<file path="src/rtl/rs_alloc_ctrl.sv">
// rs_alloc_ctrl: reservation-station buffer allocation controller.
// Tracks free entries of a WIDTH-entry RS buffer and grants up to three one-hot
// entry selects per cycle (slot 0 = lowest free, slot 1 = highest free,
// slot 2 = second-lowest free). Entries come back via free_en/free_mask or flush.
// Optional feature: define RS_ALLOC_DBLFREE_CHK_EN to enable the sticky dbl_free
// protocol checker; otherwise dbl_free is tied low.
`ifndef RS_BUF_COUNT
`define RS_BUF_COUNT 32
`endif

module rs_alloc_ctrl #(
  parameter int WIDTH = `RS_BUF_COUNT,
  parameter int CNT_W = 6
) (
  input  logic             clk,
  input  logic             rst,
  input  logic             alloc0,
  input  logic             alloc1,
  input  logic             alloc2,
  input  logic             stall,
  input  logic             free_en,
  input  logic [WIDTH-1:0] free_mask,
  input  logic             flush,
  output logic [WIDTH-1:0] newRsSelect0,
  output logic [WIDTH-1:0] newRsSelect1,
  output logic [WIDTH-1:0] newRsSelect2,
  output logic             doStall,
  output logic [CNT_W-1:0] free_count,
  output logic             dbl_free
);

  localparam logic [WIDTH-1:0] ONE     = WIDTH'(1);
  localparam logic [CNT_W-1:0] CNT_ONE = CNT_W'(1);
  localparam logic [CNT_W-1:0] CNT_MAX = CNT_W'(WIDTH);

  logic [WIDTH-1:0] buf_free;
  logic [WIDTH-1:0] cand0, cand1, cand2, rest;
  logic [WIDTH-1:0] granted, free_vec;
  logic [CNT_W-1:0] grant_cnt, newly_cnt;
  logic             acc, grant0, grant1, grant2;

  function automatic logic [CNT_W-1:0] popcount(input logic [WIDTH-1:0] v);
    logic [CNT_W-1:0] c;
    c = '0;
    for (int i = 0; i < WIDTH; i++)
      if (v[i]) c = c + CNT_ONE;
    return c;
  endfunction

  // Stall depends only on the registered count, so there is no path from alloc*/stall.
  assign doStall = (free_count < CNT_W'(3));

  // Candidate selection from registered free vector: lowest, highest, second-lowest.
  always_comb begin
    // NOTE: every always_comb output gets a default first so no latch is inferred.
    cand1 = '0;
    for (int i = 0; i < WIDTH; i++)
      if (buf_free[i]) cand1 = ONE << i;
    cand0 = buf_free & (~buf_free + ONE);
    rest  = buf_free & ~cand0;
    cand2 = rest & (~rest + ONE);
  end

  // Grant qualification and next-state bookkeeping terms.
  always_comb begin
    acc      = ~doStall & ~stall & ~flush;
    grant0   = acc & alloc0;
    grant1   = acc & alloc1;
    grant2   = acc & alloc2;
    granted  = (grant0 ? cand0 : '0) | (grant1 ? cand1 : '0) | (grant2 ? cand2 : '0);
    free_vec = free_en ? free_mask : '0;
    grant_cnt = '0;
    if (grant0) grant_cnt = grant_cnt + CNT_ONE;
    if (grant1) grant_cnt = grant_cnt + CNT_ONE;
    if (grant2) grant_cnt = grant_cnt + CNT_ONE;
    // Only entries that were not already free add to the count.
    newly_cnt = popcount(free_vec & ~buf_free);
  end

  // Free vector, free count and select registers; flush overrides everything.
  always_ff @(posedge clk) begin
    // NOTE: sequential state uses non-blocking assignments so all registers update together.
    if (rst || flush) begin
      buf_free     <= '1;
      free_count   <= CNT_MAX;
      newRsSelect0 <= '0;
      newRsSelect1 <= '0;
      newRsSelect2 <= '0;
    end else begin
      buf_free     <= (buf_free & ~granted) | free_vec;
      free_count   <= free_count - grant_cnt + newly_cnt;
      newRsSelect0 <= grant0 ? cand0 : '0;
      newRsSelect1 <= grant1 ? cand1 : '0;
      newRsSelect2 <= grant2 ? cand2 : '0;
    end
  end

`ifdef RS_ALLOC_DBLFREE_CHK_EN
  // Sticky protocol-error flag: releasing a free entry or one granted this cycle.
  always_ff @(posedge clk) begin
    if (rst)
      dbl_free <= 1'b0;
    else if (free_en && ((free_mask & buf_free) != '0 || (free_mask & granted) != '0))
      dbl_free <= 1'b1;
  end
`else
  assign dbl_free = 1'b0;
`endif

endmodule

</file>
<file path="config.mk">
export PLATFORM = sky130hd
export DESIGN_NAME = rs_alloc_ctrl
export DESIGN_NICKNAME = d
export VERILOG_FILES = /design/src/rtl/rs_alloc_ctrl.sv
export SDC_FILE = /design/constraint.sdc
export NUM_CORES = 1
export LEC_CHECK = 0
export CORE_ASPECT_RATIO = 0.7
export CORE_UTILIZATION = 25
export DETAILED_ROUTE_END_ITERATION = 7
export HOLD_SLACK_MARGIN = 0.06
export PLACE_DENSITY_LB_ADDON = 0.25
export SYNTH_ARGS = -nofsm -noshare
export SYNTH_HDL_FRONTEND = slang
export SYNTH_SLANG_ARGS = --single-unit
</file>
<file path="constraint.sdc">
create_clock -name clk -period 19.03 [get_ports clk]
set_input_delay 2.8545 -clock clk [delete_from_list [all_inputs] [get_ports clk]]
set_output_delay 2.8545 -clock clk [all_outputs]
set_load 0.005 [all_outputs]
</file>
==> run metrics <==
Pleak=6.02 nW; final worst setup slack=-0.356 ns; worst hold path class=flop to flop; Crit. End Element=flop; Worst path most repeated cell=ha_1; kind of critical path=input pin to flop; # fillers=4,616; Mapped Area=0.0112 mm2; total track usage=18.3%; largest net degree at the start of global routing=48; clock network fraction of design power=44.6%; grt met2 use=26.0%; Post-Syn Area per Cell=7.72 um2; Starting Density=25.4%; status=finished with violations; n_diodes=0; vias in the first global route=10,800; design area=0.0153 mm2; max cap viols=0; Setup Skew=0.0109 ns; Net Sw Power=213 uW; Layout Cells excl Fill=2,311; port bufs=141; Post-synth EDFFs=0; fin. max-slew vios=0; CTS tree=built; crit-path max FO=3; worst slew pin tran=1.18 ns; Final GP Congestion=0.888; CTS root buffer=clkbuf_16; cell family with most CP delay=adder cells; Yosys Warn Count=0; fmax=51.6 MHz; met3 Usage GRT=5.50%; sw frac=27.9%; sequential power share=37.8%; RSZ-0062 raised after global routing=true; violated checks=negative setup slack; Ports=144; peak supply drop=0.0000635 V; wire per inst=18.1 um; R2R Setup Slk=1.43 ns; final setup fails=1; initial antenna violation count=1; top-count cell post-synth=nand2_1; Buf/Inv on CP=4; Post-synth top flop=dfxtp_1; Most Crowded Layer GR=met1; HPWL Detailed=32,200 um; Startpoint Class=input pin; Worst EP arrival=19.77 ns; Worst slew margin=21.1%; Residual DRC=0; internal power=549 uW; die area=0.0455 mm2; Via density=4.98; Gate power share=17.7%; max incr delay on CP=0.50 ns; Num CTS Buffers=17; top cells by count, synth=nand2_1 (181), nor2_1 (153), dfxtp_1 (133); dpl cell area=0.0140 mm2; Placement Rows=64; Final nets=1,788; pwr/cell area=49.8 mW/mm2; Layout area overhead=37.0%; clock slew at reported path FFs=0.07 ns; Post-Syn Instances=1,447; grt met1 use=26.5%; area leader, netlist=dfxtp_1; Die X=255 um; number of H-tree levels=4; Synth async-reset ratio=0%; Critical-path top delay cell=fa_1; dpl cells=2,228; required time of the critical path=19.42 ns; DRT antenna net count=0; 1st-pass router iterations=5; Tcrit/Tclk final=102%; Vias=11,500; Seq cells post-synth=133; top post-synthesis cells by area=dfxtp_1 (24%), xnor2_1 (8.2%), nand2_1 (6.1%); WL final=41,900 um; # clock sinks=133; post-synth top area share=23.8%; chip height=179 um; Core ar.=0.0439 mm2; Tmin final=19.39 ns; Clock Latency Late Sink=0.45 ns; first-pass GRT wire length=63,100 um; share of cells above drive strength 1=19.1%; GR Overflow Total=0; count of cell types in the netlist=97; Fin. Hold Viols=0; Longest Clk Path Bufs=2; DR iter-0 viols=819; Seq/Total Area, Yosys=23.8%
==> cells by family after synthesis <==
logic type                 Yosys count  share of synthesized area [%]
muxes                               24                           2.27
adders and majority gates           51                           5.76
DFF                                133                           23.8
xor gates and xnor gates           177                           17.1
AOI/OAI and AO/OA                  261                           15.5
buffers and inverters              122                           4.48
other                                1                         0.0336
and+or+nand+nor                    678                           31.1
==> per-stage QoR <==
| stage | utilization, % | hold WS (ns) | TNS (ns) | setup WS (ns) | power (mW) |
|---|---|---|---|---|---|
| 2_1_floorplan | - | 0.457 | -0.529 | -0.529 | 0.371 |
| 3_3_place_gp | 31.9 | 0.494 | -1.20 | -1.16 | 0.418 |
| 3_5_place_dp | 31.9 | 0.501 | -2.64 | -1.60 | 0.420 |
| 4_1_cts | 34.3 | 0.511 | -0.528 | -0.528 | 0.763 |
| 5_1_grt | 34.9 | 0.545 | -1.42 | -1.35 | 0.799 |
| 6_report | 34.9 | 0.507 | -0.356 | -0.356 | 0.762 |
==> layer usage <==
layer,up-vias,wire length (um)
met2,385,17000
met4,0,704
met3,39,3510
met1,5451,20600
li1,5640,-
met5,-,0
==> worst register-to-register path, delay by kind of cell (launching register included) <==
family | cells | cell delay (ns)
compound gates | 32 | 4.20
xor+xnor | 19 | 3.11
fa+ha+maj | 19 | 5.58
buf+inv | 2 | 0.20
flops | 1 | 0.69
mux | 3 | 0.77
simple gates | 24 | 2.97
==> cell type report <==
| class | instances | area, um2 | area share (%) |
|---|---|---|---|
| timing repair buffer | 309 | 2680 | 17.5 |
| clock buffer | 18 | 439 | 2.87 |
| clock inverter | 14 | 150 | 0.981 |
| multi-input combinational | 1193 | 8440 | 55.1 |
| inverter | 50 | 190 | 1.24 |
| tap | 594 | 743 | 4.86 |
| sequential | 133 | 2660 | 17.4 |
==> power by group through the flow <==
stage                     Combinational, mW  Sequential, mW  Clock (mW)
after floorplan                      0.0789           0.292           0
after global placement                0.124           0.294           0
after detailed placement              0.126           0.294           0
after CTS                             0.128           0.288       0.347
after global routing                  0.149           0.288       0.362
final                                 0.135           0.288       0.340
==> placed cells by master, fill, tap and decap left out, types with 8 or more instances in the layout <==
cell and instances:
o22ai_1 8, nand3b_1 9, xnor2_2 19, nor3_1 42
nor2b_1 14, or3_1 14, nand2b_1 9, a21oi_2 10
mux2i_1 15, or2_2 16, o2111ai_1 14, o211ai_1 8
nand3_1 71, nand2_1 176, clkdlybuf4s50_1 137, xnor2_1 96
inv_1 47, ha_1 33, nor2_1 149, dfxtp_1 133
o21ai_2 10, xnor3_1 10, a21o_1 13, buf_4 167
and2_1 16, and4_1 9, xor2_1 43, o31ai_1 10
a21oi_1 65, nand4b_1 11, nor3b_1 12, nor4_1 20
and3b_1 11, o21ai_0 36, and3_1 41, nand4_1 17
clkbuf_16 17, ha_4 8
==> worst paths after layout <==
check | from | end | depth (start not counted)
worst min-delay path | buf_free[31] | newRsSelect0[31] | 2
worst max-delay path | free_en | free_count[5] | 102
worst min register to register | buf_free[31] | newRsSelect0[31] | 2
worst max register to register | buf_free[0] | free_count[5] | 99
==> registers in the layout (all words and copies together) (netlist names) <==
signal	cells
newRsSelect1	32
newRsSelect2	31
buf_free	32
free_count	6
newRsSelect0	32
==> repair_timing <==
| action | CTS | global route |
|---|---|---|
| endpoints found under the setup margin | 2 | 5 |
| hold buffers | 0 | 0 |
| gates resized for setup | 25 | 46 |
| pin swaps | 43 | 78 |
| setup buffers | 44 | 7 |
(Power assumes the default switching activity.)
